## config.mk

```make
export PLATFORM = sky130hd
export DESIGN_NAME = gravity_flip_ctrl
export DESIGN_NICKNAME = d
export VERILOG_FILES = /design/src/rtl/gravity_flip_ctrl.sv
export SDC_FILE = /design/constraint.sdc
export NUM_CORES = 1
export LEC_CHECK = 0
export BUFFER_PORTS_ARGS = -buffer_cell sky130_fd_sc_hd__buf_2
export CELL_PAD_IN_SITES_DETAIL_PLACEMENT = 1
export CELL_PAD_IN_SITES_GLOBAL_PLACEMENT = 1
export CORE_MARGIN = 2
export CORE_UTILIZATION = 43
export CTS_BUF_LIST = sky130_fd_sc_hd__clkbuf_8
export CTS_CLUSTER_SIZE = 12
export DETAILED_ROUTE_END_ITERATION = 16
export PLACE_DENSITY_LB_ADDON = 0.1
export SLEW_MARGIN = 20
export SYNTH_ARGS = -nofsm -noshare
export SYNTH_HDL_FRONTEND = slang
export SYNTH_SLANG_ARGS = --single-unit
```

## constraint.sdc

```tcl
create_clock -name clk -period 6.75 [get_ports clk]
set_input_delay 2.025 -clock clk [delete_from_list [all_inputs] [get_ports clk]]
set_output_delay 2.025 -clock clk [all_outputs]
set_load 0.005 [all_outputs]
```

## src/rtl/gravity_flip_ctrl.sv

```systemverilog
// Gravity-flip controller: toggles gravity direction on a button press while the
// player touches a platform line, with a short press buffer and a post-flip lockout.
module gravity_flip_ctrl #(
  parameter int NUM_LINES  = 3,
  parameter int H_W        = 9,
  parameter int LINE_Y0    = 120,
  parameter int LINE_PITCH = 120,
  parameter int LINE_THICK = 60,
  parameter int BUF_CYC    = 4,
  parameter int COOLDOWN   = 8,
  parameter int CNT_W      = 8
) (
  input  logic                 clk,
  input  logic                 reset,
  input  logic                 is_dead,
  input  logic                 switch,
  input  logic [NUM_LINES-1:0] lines,
  input  logic [H_W-1:0]       height,
  output logic                 dir,
  output logic                 flip,
  output logic [CNT_W-1:0]     flip_cnt,
  output logic                 busy
);

  localparam int unsigned NL     = NUM_LINES;
  localparam int          BUF_W  = (BUF_CYC > 1) ? $clog2(BUF_CYC) : 1;
  localparam int          COOL_W = (COOLDOWN > 0) ? $clog2(COOLDOWN + 1) : 1;
  localparam logic [BUF_W-1:0]  BUF_LOAD  = BUF_W'((BUF_CYC > 0) ? BUF_CYC - 1 : 0);
  localparam logic [COOL_W-1:0] COOL_LOAD = COOL_W'(COOLDOWN);

  typedef enum logic [1:0] {IDLE, ARMED, COOL} state_t;

  state_t            state;
  logic [BUF_W-1:0]  buf_cnt;
  logic [COOL_W-1:0] cool_cnt;
  logic              switch_q;
  logic              rise;
  logic              on_line;
  logic              do_flip;

  function automatic logic [H_W-1:0] down_h(input int unsigned i);
    return H_W'(LINE_Y0 + int'(i) * LINE_PITCH);
  endfunction

  function automatic logic [H_W-1:0] up_h(input int unsigned i);
    return H_W'(LINE_Y0 + LINE_THICK + (int'(i) - 1) * LINE_PITCH);
  endfunction

  assign rise = switch & ~switch_q;
  assign busy = (state == COOL);

  // Down gravity stands on lines 0..N-2, up gravity hangs from lines 1..N-1.
  always_comb begin
    on_line = 1'b0;
    if (!dir) begin
      for (int unsigned i = 0; i < NL - 1; i++)
        if (lines[i] && (height == down_h(i))) on_line = 1'b1;
    end else begin
      for (int unsigned i = 1; i < NL; i++)
        if (lines[i] && (height == up_h(i))) on_line = 1'b1;
    end
  end

  always_comb begin
    do_flip = 1'b0;
    if (state == IDLE && rise && on_line) do_flip = 1'b1;
    if (state == ARMED && on_line)        do_flip = 1'b1;
  end

  always_ff @(posedge clk) begin
    if (reset) begin
      state    <= IDLE;
      dir      <= 1'b0;
      flip     <= 1'b0;
      flip_cnt <= '0;
      buf_cnt  <= '0;
      cool_cnt <= '0;
      switch_q <= 1'b1;
    end else begin
      switch_q <= switch;
      flip     <= 1'b0;
      if (!is_dead) begin
        if (do_flip) begin
          dir      <= ~dir;
          flip     <= 1'b1;
          cool_cnt <= COOL_LOAD;
          state    <= COOL;
          if (flip_cnt != '1) flip_cnt <= flip_cnt + 1'b1;
        end else begin
          unique case (state)
            IDLE: begin
              if (rise && BUF_CYC > 0) begin
                buf_cnt <= BUF_LOAD;
                state   <= ARMED;
              end
            end
            ARMED: begin
              if (rise)                buf_cnt <= BUF_LOAD;
              else if (buf_cnt == '0)  state   <= IDLE;
              else                     buf_cnt <= buf_cnt - 1'b1;
            end
            COOL: begin
              if (cool_cnt == '0) state    <= IDLE;
              else                cool_cnt <= cool_cnt - 1'b1;
            end
            default: state <= IDLE;
          endcase
        end
      end
    end
  end

endmodule
```

==> results of run 1 <==
## layer usage
metal	vias up	part of all wire
met4	0	0.0040
met1	551	0.46
met2	18	0.49
li1	548	-
met5	-	0
met3	2	0.041
## cells in the final DEF, fill, tap and decap left out, types with 3 or more instances in the layout
master	count
a211oi_1	3
a21oi_1	12
buf_2	26
clkbuf_8	3
dfxtp_1	19
ha_1	4
inv_1	9
nand2_1	6
nand2b_1	4
nand3_1	8
nor2_1	6
nor2b_1	4
nor3_1	4
o21ai_0	3
o31ai_1	3
or3_1	4
or4_1	5
## path summary, 6_finish.rpt
kind                                         startpoint                        to  slack (ns)  depth (start not counted)
worst max-delay path                          height[4]  flip_cnt[5]$_SDFFE_PP0P_        3.00                          6
worst min register to register  buf_cnt[0]$_SDFFE_PP0P_   buf_cnt[0]$_SDFFE_PP0P_        0.46                          1
worst max register to register    state[1]$_SDFFE_PP0P_  flip_cnt[5]$_SDFFE_PP0P_        4.58                          5
worst min-delay path            buf_cnt[0]$_SDFFE_PP0P_   buf_cnt[0]$_SDFFE_PP0P_        0.46                          1
## state kept, by name, indices dropped and copies added, names as in the netlist
name,flops
dir,1
buf_cnt,2
flip,1
flip_cnt,8
switch_q,1
cool_cnt,4
state,2
## logic make-up after synthesis
family	Yosys count	synth area share
AO/OA/AOI/OAI	37	0.237
XOR/XNOR	3	0.0238
adder cells (fa/ha/maj)	4	0.0454
buffers and inverters	13	0.0454
flip-flops	19	0.345
multiplexers	2	0.0182
AND/OR/NAND/NOR	53	0.285
## final cells by class
class	count	area, um2	area share
clock inverter	1	3.75	0.00290
clock buffer	3	41.3	0.0319
tap	30	37.5	0.0290
multi-input combinational	99	672	0.519
timing repair buffer	26	130	0.100
sequential	19	380	0.294
inverter	8	30.0	0.0232
## stage by stage
step,setup slack [ns],util
6_report,3.00,0.528
5_1_grt,2.88,0.528
4_1_cts,3.02,0.528
3_5_place_dp,2.75,0.509
3_3_place_gp,2.81,0.509
2_1_floorplan,3.13,-
## synth_stat cells (all sizes together) (2+ instances only)
master  number
dfxtp       19
a21oi       12
inv          8
nand3        8
nand2        6
nor2         6
nor3         5
or4          5
clkbuf       4
ha           4
nand2b       4
nor2b        4
or3          4
a211oi       3
nor3b        3
o21ai        3
o31ai        3
a31oi        2
a41oi        2
mux2i        2
nand4        2
nor4         2
xnor2        2
## report_power, final
| part | switching, uW | internal [uW] |
|---|---|---|
| logic | 10.0 | 8.15 |
| registers | 1.57 | 113 |
| clock network | 37.7 | 40.4 |
| total | 49.3 | 162 |
## critical path, stage by stage
cell and delay, ns:
buf_2 0.13, nor3b_1 0.29, nand3_1 0.20, a2111o_1 0.62, or4_1 0.53, a21oi_1 0.14
==> metrics.txt, run 1 <==
# TYPE chip_impl_metric gauge
chip_impl_info{name="status",value="complete, no violations"} 1
chip_impl_metric{name="max_slew.worst_pin.slew",unit="ns"} 0.819
chip_impl_metric{name="maximum_vdd_drop",unit="uV"} 142
chip_impl_metric{name="num_antenna_cells",unit=""} 0
chip_impl_metric{name="dr_total_vias",unit=""} 1119
chip_impl_metric{name="cts_max_level",unit=""} 1
chip_impl_info{name="clock_tree_from_tritoncts",value="done"} 1
chip_impl_metric{name="syn_avg_cell_area",unit="um2"} 8.41
chip_impl_metric{name="grt_first_pass_wirelength",unit="um"} 4420
chip_impl_metric{name="area_growth",unit="%"} 17.5
chip_impl_metric{name="initial_core_util",unit=""} 0.449
chip_impl_metric{name="cts_resized",unit=""} 0
chip_impl_metric{name="largest_net_degree_at_the_start_of_global_routing",unit=""} 20
chip_impl_metric{name="cap_violations",unit=""} 0
chip_impl_metric{name="worst_ep_arrival_time",unit="ns"} 3.94
chip_impl_metric{name="clk_latency",unit="ns"} 0.26
chip_impl_metric{name="finalSetupTns",unit="ns"} 0
chip_impl_metric{name="synth_edf_count",unit=""} 0
chip_impl_metric{name="cts_setup_buffers",unit=""} 0
chip_impl_info{name="hold_path.class",value="reg -> reg"} 1
chip_impl_metric{name="globalRouteOverflowTotal",unit=""} 0
chip_impl_metric{name="route.final.wire_length",unit="um"} 2750
chip_impl_info{name="rsz0062_at_grt",value="false"} 1
chip_impl_metric{name="cts.reportedPaths.clkPinSlew",unit="ns"} 0.07
chip_impl_metric{name="drtAntennaViolNets",unit=""} 0
chip_impl_info{name="worst_setup_path_end_kind",value="flop"} 1
chip_impl_metric{name="timing.final.crit_period",unit="ns"} 3.75
chip_impl_metric{name="first_global_vias",unit=""} 1017
chip_impl_metric{name="drive_above_1_share",unit=""} 0.218
chip_impl_metric{name="firstDrtPassIters",unit=""} 6
chip_impl_metric{name="cts.sink_count",unit=""} 19
chip_impl_metric{name="fin_cells",unit=""} 186
chip_impl_metric{name="holdWs",unit="ns"} 0.465
chip_impl_metric{name="synth_seq_cells",unit=""} 19
chip_impl_metric{name="design.die.area",unit="um2"} 2980
chip_impl_metric{name="fp.dieH",unit="um"} 54.6
chip_impl_metric{name="instance_count_of_the_mapped_netlist",unit=""} 131
chip_impl_metric{name="yosys_warnings",unit=""} 0
chip_impl_metric{name="synth-async-reset-ratio",unit=""} 0
chip_impl_metric{name="clock_path_buffers",unit=""} 2
chip_impl_metric{name="final_standard_cell_area_without_fillers",unit="um2"} 1290
chip_impl_metric{name="post-route-drc-count",unit=""} 0
chip_impl_metric{name="finalHoldViolations",unit=""} 0
chip_impl_metric{name="post_place_cell_area",unit="um2"} 1250
chip_impl_metric{name="totalPowerFinal",unit="uW"} 211
chip_impl_info{name="gr-max-usage-layer",value="met2"} 1
chip_impl_metric{name="grt_util_met2",unit=""} 0.365
chip_impl_metric{name="fillerInstances",unit=""} 319
chip_impl_metric{name="dpl.hpwl",unit="um"} 2020
chip_impl_metric{name="max_freq",unit="GHz"} 0.266
chip_impl_metric{name="drt_first_iter_violations",unit=""} 14
chip_impl_metric{name="syn-num-nets",unit=""} 151
chip_impl_metric{name="slew_violations",unit=""} 0
chip_impl_metric{name="critPathRequiredTime",unit="ns"} 6.94
chip_impl_metric{name="yosysSeqAreaShare",unit=""} 0.345
chip_impl_metric{name="worstPathMaxFanout",unit=""} 18
chip_impl_metric{name="floorplan.die.width",unit="um"} 54.6
chip_impl_metric{name="core",unit="um2"} 2450
chip_impl_metric{name="fin_crit_share",unit=""} 0.556
chip_impl_info{name="cts_root_buffer",value="clkbuf_8"} 1
chip_impl_metric{name="met3_usage",unit=""} 0.0492
chip_impl_metric{name="synth_top_cell_area_share",unit=""} 0.345
chip_impl_metric{name="drt-vias-per-instance",unit=""} 6.02
chip_impl_info{name="worstSetupStartpointType",value="input port"} 1
chip_impl_metric{name="worst_slew_margin_rel",unit=""} 0.440
chip_impl_info{name="synthDominantAreaCellType",value="dfxtp_1"} 1
chip_impl_metric{name="fin_nets",unit=""} 177
chip_impl_metric{name="place.detailed.instances",unit=""} 182
chip_impl_metric{name="numPortBuffers",unit=""} 26
chip_impl_metric{name="pwr_density_cell",unit="nW/um2"} 163
chip_impl_metric{name="global_route.usage.total",unit=""} 0.204
chip_impl_metric{name="cts-hold-fix-buffers",unit=""} 0
chip_impl_metric{name="synth_cell_area",unit="um2"} 1100
chip_impl_metric{name="antenna_found_initial",unit=""} 0
chip_impl_metric{name="grt.met1_usage",unit=""} 0.245
chip_impl_metric{name="final-setup-viol-count",unit=""} 0
chip_impl_metric{name="leak_pwr",unit="uW"} 0.000485
chip_impl_metric{name="num_io_pins",unit=""} 27
chip_impl_info{name="worst-setup-path-type",value="in -> reg"} 1
chip_impl_metric{name="tritoncts.num_buffers",unit=""} 3
chip_impl_metric{name="final.setup_skew",unit="ns"} 0.00475
chip_impl_metric{name="synthDistinctLibCells",unit=""} 43
chip_impl_info{name="synth_top_flop_cell",value="dfxtp_1"} 1
chip_impl_metric{name="drt-wirelength-per-cell",unit="um"} 14.8
chip_impl_metric{name="placer_s_final_routability_congestion_estimate",unit=""} 0.729
chip_impl_metric{name="core.rowCount",unit=""} 18
chip_impl_info{name="post_synth_main_area_contributors",value="dfxtp_1 (35%), a21oi_1 (5.4%), ha_1 (4.5%)"} 1
Note: power is estimated with default switching activity, not from simulation.
==> run 2, diff against run 1 <==
CORE_UTILIZATION = 40   (was 43)
clock period = 3.5 ns   (was 6.75 ns; I/O delays follow)
==> run 2 against run 1 <==
Effect of this change:
- non-clock buffer count stayed put
- worst setup slack lost 2.3 ns
- global-route usage shrank 0.94 points
- count of clock-buffer cells in the layout is the same
- cell area about the same
- die area grew 6.9%
- critical path depth unchanged
- sequential cell count did not move
- final cell count is 0.54% higher
- clock skew up 0.0036 ns
- largest power group unchanged
- highest routed layer unchanged
==> metrics.txt, run 2 (synthesized netlist as in run 1, its figures left out) <==
# TYPE chip_impl_metric gauge
chip_impl_metric{name="placer_s_final_routability_congestion_estimate",unit=""} 0.737
chip_impl_metric{name="fin_nets",unit=""} 177
chip_impl_metric{name="met3_usage",unit=""} 0.0323
chip_impl_info{name="worstSetupStartpointType",value="input port"} 1
chip_impl_metric{name="antenna_found_initial",unit=""} 0
chip_impl_metric{name="area_growth",unit="%"} 17.6
chip_impl_info{name="worst_setup_path_end_kind",value="flop"} 1
chip_impl_metric{name="cts_resized",unit=""} 0
chip_impl_metric{name="largest_net_degree_at_the_start_of_global_routing",unit=""} 20
chip_impl_metric{name="first_global_vias",unit=""} 1114
chip_impl_metric{name="timing.hold.worst_path_depth",unit=""} 1
chip_impl_metric{name="pwr-share-comb",unit=""} 0.089
chip_impl_metric{name="cts.sink_count",unit=""} 19
chip_impl_metric{name="drive_above_1_share",unit=""} 0.218
chip_impl_metric{name="largest_reg_flops",unit=""} 8
chip_impl_metric{name="drt_first_iter_violations",unit=""} 25
chip_impl_metric{name="worst_slew_margin_rel",unit=""} 0.500
chip_impl_metric{name="switch_pwr",unit="uW"} 94.1
chip_impl_metric{name="cts.reportedPaths.clkPinSlew",unit="ns"} 0.08
chip_impl_metric{name="placement.setup.worst_slack",unit="ns"} 0.471
chip_impl_metric{name="pwr_density_cell",unit="nW/um2"} 313
chip_impl_metric{name="final-setup-viol-count",unit=""} 0
chip_impl_metric{name="firstDrtPassIters",unit=""} 6
chip_impl_info{name="timing.critical_path.max_delay_family",value="compound AO/OA/AOI/OAI gates"} 1
chip_impl_info{name="largestRegisters",value="flip_cnt (8), cool_cnt (4)"} 1
chip_impl_metric{name="grt.met1_usage",unit=""} 0.242
chip_impl_metric{name="fin_crit_share",unit=""} 0.795
chip_impl_metric{name="reg2regPathDepth",unit=""} 5
chip_impl_metric{name="drt-wirelength-per-cell",unit="um"} 15.3
chip_impl_metric{name="worstPathMaxFanout",unit=""} 18
chip_impl_metric{name="swShare",unit=""} 0.232
chip_impl_metric{name="p_seq_frac",unit=""} 0.545
chip_impl_info{name="clock_tree_from_tritoncts",value="done"} 1
chip_impl_metric{name="tritoncts.num_buffers",unit=""} 3
chip_impl_metric{name="floorplan.die.width",unit="um"} 56.5
chip_impl_metric{name="maximum_vdd_drop",unit="uV"} 214
chip_impl_metric{name="cp.depth",unit=""} 6
chip_impl_metric{name="max_freq",unit="GHz"} 0.359
chip_impl_metric{name="grt_util_met2",unit=""} 0.349
chip_impl_metric{name="critPathRequiredTime",unit="ns"} 3.69
chip_impl_info{name="mostFrequentLayoutCell",value="buf_2"} 1
chip_impl_metric{name="worst_ep_arrival_time",unit="ns"} 2.97
chip_impl_info{name="final_cell_mix",value="buf_2 (26), dfxtp_1 (19), a21oi_1 (12)"} 1
chip_impl_info{name="slowest_stage",value="a2111o_1"} 1
chip_impl_metric{name="timing.final.crit_period",unit="ns"} 2.78
chip_impl_info{name="regMostFlops",value="flip_cnt"} 1
chip_impl_metric{name="numPortBuffers",unit=""} 26
chip_impl_info{name="critPathLaunch",value="height[6]"} 1
chip_impl_metric{name="cts-hold-fix-buffers",unit=""} 0
chip_impl_metric{name="slew_violations",unit=""} 0
chip_impl_metric{name="finalHoldViolations",unit=""} 0
chip_impl_metric{name="leak_pwr",unit="uW"} 0.000485
chip_impl_metric{name="core",unit="um2"} 2690
chip_impl_metric{name="initial_core_util",unit=""} 0.410
chip_impl_metric{name="global_route.usage.total",unit=""} 0.194
chip_impl_info{name="rsz0062_at_grt",value="false"} 1
chip_impl_metric{name="dpl.hpwl",unit="um"} 2160
chip_impl_metric{name="post-route-util",unit=""} 0.483
chip_impl_info{name="timing.hold.worst.start",value="buf_cnt[0]$_SDFFE_PP0P_"} 1
chip_impl_info{name="cts_root_buffer",value="clkbuf_8"} 1
chip_impl_metric{name="post-route-drc-count",unit=""} 0
chip_impl_metric{name="clk_latency",unit="ns"} 0.25
chip_impl_metric{name="core.rowCount",unit=""} 19
chip_impl_metric{name="fp.dieH",unit="um"} 56.5
chip_impl_metric{name="totalPowerFinal",unit="uW"} 406
chip_impl_metric{name="max_slew.worst_pin.slew",unit="ns"} 0.732
chip_impl_metric{name="num_io_pins",unit=""} 27
chip_impl_metric{name="critical_path.max_stage_delay",unit="ns"} 0.64
chip_impl_info{name="hold_path.class",value="reg -> reg"} 1
chip_impl_info{name="worst-setup-path-type",value="in -> reg"} 1
chip_impl_metric{name="clock_path_buffers",unit=""} 2
chip_impl_metric{name="crit_buf_inv",unit=""} 1
chip_impl_metric{name="pwr-share-clk",unit=""} 0.366
chip_impl_info{name="critical_path.cell_chain",value="buf_2, nand2b_1, o31a_1, a2111o_1, or4_1, a21oi_1"} 1
chip_impl_metric{name="route.final.wire_length",unit="um"} 2870
chip_impl_metric{name="final.setup_skew",unit="ns"} 0.00833
chip_impl_metric{name="design.die.area",unit="um2"} 3190
chip_impl_info{name="critical_path.reg2reg.startpoint",value="state[1]$_SDFFE_PP0P_"} 1
chip_impl_metric{name="finalSetupTns",unit="ns"} 0
chip_impl_metric{name="num_antenna_cells",unit=""} 0
chip_impl_metric{name="cap_violations",unit=""} 0
chip_impl_metric{name="internal_power",unit="uW"} 312
chip_impl_metric{name="globalRouteOverflowTotal",unit=""} 0
chip_impl_metric{name="cts_max_level",unit=""} 1
chip_impl_info{name="gr-max-usage-layer",value="met2"} 1
chip_impl_metric{name="dr_total_vias",unit=""} 1108
chip_impl_metric{name="cts_setup_buffers",unit=""} 0
chip_impl_metric{name="grt_first_pass_wirelength",unit="um"} 5020
chip_impl_info{name="status",value="complete, no violations"} 1
chip_impl_metric{name="final_worst_slack",unit="ns"} 0.718
chip_impl_metric{name="drtAntennaViolNets",unit=""} 0
chip_impl_metric{name="drt-vias-per-instance",unit=""} 5.93
run 2: area by class of cell:
class | instances | area (um2)
fill | 343 | 1390
multi-input combinational | 99 | 672
timing repair buffer | 26 | 130
sequential | 19 | 380
tap | 31 | 38.8
clock buffer | 3 | 41.3
clock inverter | 1 | 3.75
inverter | 8 | 30.0
run 2: path summary, 6_finish.rpt:
kind	slack, ns	end
setup / recovery	0.72	flip_cnt[5]$_SDFFE_PP0P_
setup reg to reg	1.30	flip_cnt[5]$_SDFFE_PP0P_
hold / removal	0.49	buf_cnt[0]$_SDFFE_PP0P_
hold reg to reg	0.49	buf_cnt[0]$_SDFFE_PP0P_
run 2: power by group through the flow:
stage | clock network, uW | logic (uW) | registers (uW)
6_report | 149 | 36.0 | 221
5_1_grt | 160 | 40.8 | 222
4_1_cts | 149 | 36.4 | 222
3_5_place_dp | 0 | 36.2 | 227
3_3_place_gp | 0 | 33.9 | 226
2_1_floorplan | 0 | 20.6 | 224
run 2: metal layers:
metal  share of wire  vias to the layer above
met5               0                        -
met1            0.46                      546
met4          0.0059                        0
met2            0.50                       15
met3           0.033                        2
li1                -                      545
run 2: metrics by stage:
stage / hold slack [ns] / instance area [um2] / instances
final: 0.487 / 1300 / 187
after global placement: 0.461 / 1250 / 183
after CTS: 0.490 / 1300 / 187
after global routing: 0.515 / 1300 / 187
after floorplan: 0.438 / 1100 / 131
after detailed placement: 0.476 / 1250 / 183
==> run 3, diff against run 2 <==
clock period = 2.61 ns   (was 3.5 ns; I/O delays follow)
==> run 3 against run 2 <==
Effect of this change:
- critical path depth up 1
- global-route usage grew 0.097 points
- via count rose by 3.2%
- clock power increased by 35%
- worst hold slack worse by 0.0071 ns
- critical path type unchanged
- largest cell class unchanged
==> metrics.txt, run 3 (synthesized netlist as in run 1, its figures left out) <==
# TYPE chip_impl_metric gauge
chip_impl_metric{name="placement.setup.worst_slack",unit="ns"} -0.102
chip_impl_metric{name="cts.reportedPaths.clkPinSlew",unit="ns"} 0.07
chip_impl_metric{name="global_route.usage.total",unit=""} 0.195
chip_impl_metric{name="maximum_vdd_drop",unit="uV"} 360
chip_impl_metric{name="place.detailed.instances",unit=""} 195
chip_impl_metric{name="post-route-drc-count",unit=""} 0
chip_impl_metric{name="num_io_pins",unit=""} 27
chip_impl_info{name="final_cell_mix",value="buf_2 (26), dfxtp_1 (19), a21oi_1 (12), buf_4 (12), inv_1 (9)"} 1
chip_impl_metric{name="max_slew.worst_pin.slew",unit="ns"} 0.373
chip_impl_metric{name="initial_core_util",unit=""} 0.410
chip_impl_metric{name="max_freq",unit="GHz"} 0.403
chip_impl_metric{name="cap_violations",unit=""} 0
chip_impl_metric{name="num_antenna_cells",unit=""} 0
chip_impl_metric{name="fin_cells",unit=""} 199
chip_impl_info{name="status",value="complete, no violations"} 1
chip_impl_metric{name="timing.final.crit_period",unit="ns"} 2.48
chip_impl_metric{name="route.final.wire_length",unit="um"} 2870
chip_impl_metric{name="worst_slew_margin_rel",unit=""} 0.745
chip_impl_info{name="critical_path.cell_chain",value="buf_2, nor3b_1, nand3_1, a2111o_1, buf_4, or3_1, a21oi_1"} 1
chip_impl_metric{name="post_place_cell_area",unit="um2"} 1340
chip_impl_metric{name="finalHoldViolations",unit=""} 0
chip_impl_metric{name="leak_pwr",unit="uW"} 0.000543
chip_impl_info{name="largestRegisters",value="flip_cnt (8), cool_cnt (4)"} 1
chip_impl_metric{name="floorplan.die.width",unit="um"} 56.5
chip_impl_metric{name="cts_setup_buffers",unit=""} 0
chip_impl_metric{name="placer_s_final_routability_congestion_estimate",unit=""} 0.776
chip_impl_info{name="timing.critical_path.max_delay_family",value="simple AND/OR/NAND/NOR gates"} 1
chip_impl_metric{name="largest_net_degree_at_the_start_of_global_routing",unit=""} 20
chip_impl_metric{name="dpl.hpwl",unit="um"} 2250
chip_impl_metric{name="drtAntennaViolNets",unit=""} 0
chip_impl_metric{name="grt_first_pass_wirelength",unit="um"} 5020
chip_impl_metric{name="reg2reg_slack",unit="ns"} 0.50
chip_impl_metric{name="drt-wirelength-per-cell",unit="um"} 14.4
chip_impl_metric{name="cts_resized",unit=""} 0
chip_impl_metric{name="critical_path.max_stage_delay",unit="ns"} 0.53
chip_impl_metric{name="worst_ep_arrival_time",unit="ns"} 2.66
chip_impl_metric{name="fillerInstances",unit=""} 342
chip_impl_metric{name="area_growth",unit="%"} 25.8
chip_impl_info{name="cts_root_buffer",value="clkbuf_8"} 1
chip_impl_metric{name="timing.hold.worst_path_depth",unit=""} 1
chip_impl_metric{name="cts-hold-fix-buffers",unit=""} 0
chip_impl_metric{name="clk_latency",unit="ns"} 0.26
chip_impl_metric{name="core",unit="um2"} 2690
chip_impl_metric{name="design.die.area",unit="um2"} 3190
chip_impl_info{name="regMostFlops",value="flip_cnt"} 1
chip_impl_metric{name="crit_buf_inv",unit=""} 2
chip_impl_metric{name="drt_first_iter_violations",unit=""} 17
chip_impl_info{name="hold_path.class",value="reg -> reg"} 1
chip_impl_metric{name="worstPathMaxFanout",unit=""} 10
chip_impl_metric{name="dr_total_vias",unit=""} 1144
chip_impl_metric{name="drive_above_1_share",unit=""} 0.274
chip_impl_metric{name="fp.dieH",unit="um"} 56.5
chip_impl_metric{name="critPathRequiredTime",unit="ns"} 2.79
chip_impl_info{name="worst-setup-path-type",value="in -> reg"} 1
chip_impl_metric{name="final_standard_cell_area_without_fillers",unit="um2"} 1390
chip_impl_metric{name="final-setup-viol-count",unit=""} 0
chip_impl_metric{name="reg2regPathDepth",unit=""} 6
chip_impl_metric{name="first_global_vias",unit=""} 1181
chip_impl_info{name="worstSetupStartpointType",value="input port"} 1
chip_impl_metric{name="numPortBuffers",unit=""} 26
chip_impl_metric{name="fin_crit_share",unit=""} 0.951
chip_impl_info{name="worst_setup_path_end_kind",value="flop"} 1
chip_impl_metric{name="cp.depth",unit=""} 7
chip_impl_info{name="rsz0062_at_grt",value="false"} 1
chip_impl_metric{name="antenna_found_initial",unit=""} 0
chip_impl_metric{name="globalRouteOverflowTotal",unit=""} 0
chip_impl_metric{name="drt-vias-per-instance",unit=""} 5.75
chip_impl_info{name="mostFrequentLayoutCell",value="buf_2"} 1
chip_impl_info{name="clock_tree_from_tritoncts",value="done"} 1
chip_impl_metric{name="fin_nets",unit=""} 189
chip_impl_metric{name="tritoncts.num_buffers",unit=""} 3
chip_impl_metric{name="core.rowCount",unit=""} 19
chip_impl_metric{name="slew_violations",unit=""} 0
chip_impl_metric{name="final_worst_slack",unit="ns"} 0.129
chip_impl_info{name="slowest_stage",value="a2111o_1"} 1
chip_impl_metric{name="cts_max_level",unit=""} 1
chip_impl_metric{name="pwr_density_cell",unit="nW/um2"} 396
chip_impl_metric{name="cts.sink_count",unit=""} 19
chip_impl_metric{name="clock_path_buffers",unit=""} 2
chip_impl_metric{name="finalSetupTns",unit="ns"} 0
chip_impl_metric{name="largest_reg_flops",unit=""} 8
chip_impl_metric{name="firstDrtPassIters",unit=""} 4
chip_impl_metric{name="final.setup_skew",unit="ns"} 0.00433
run 3: cell types whose count changed in the layout (fill, tap and decap cells not counted), sizes merged:
cell | before | now
buf | 26 | 38
run 3: area by class of cell:
cell class                      instances  area [um2]  share of cell area
Inverter                                8        30.0              0.0217
Timing Repair Buffer                   38         220               0.159
Clock inverter                          1        3.75             0.00271
Multi-Input combinational cell         99         672               0.485
Tap cell                               31        38.8              0.0280
Clock buffer                            3        41.3              0.0298
Sequential cell                        19         380               0.274
run 3: final timing paths:
path / start / to
max: height[4] / flip_cnt[3]$_SDFFE_PP0P_
max reg2reg: state[1]$_SDFFE_PP0P_ / flip_cnt[3]$_SDFFE_PP0P_
min reg2reg: buf_cnt[0]$_SDFFE_PP0P_ / buf_cnt[0]$_SDFFE_PP0P_
min: buf_cnt[0]$_SDFFE_PP0P_ / buf_cnt[0]$_SDFFE_PP0P_
run 3: worst reg2reg max path, cell delays in order (launching register included):
cell and delay [ns]:
dfxtp_1 0.40, nor3_2 0.27, o221ai_2 0.14, a2111o_1 0.51, buf_4 0.22, or3_1 0.32, a21oi_1 0.18
run 3: layer usage:
layer | part of all wire | GRT usage | wire [um]
met1 | 0.47 | 0.240 | 1350
met2 | 0.49 | 0.342 | 1400
met3 | 0.026 | 0.0276 | 74
met4 | 0.016 | 0.0714 | 45
met5 | 0 | 0 | 0
run 3: where the power goes:
group | internal [uW] | total, uW | switching (uW) | leakage, uW
Sequential | 293 | 297 | 3.96 | 0.000154
Clock | 105 | 201 | 96.5 | 0.0000269
Combinational | 24.4 | 51.3 | 26.8 | 0.000362
Total | 422 | 549 | 127 | 0.000543
run 3: metrics by stage:
step,power [uW],hold slack (ns),util
final,549,0.480,0.516
after CTS,561,0.484,0.516
after global placement,353,0.452,0.499
after global routing,580,0.520,0.516
after floorplan,328,0.438,-
after detailed placement,355,0.473,0.499
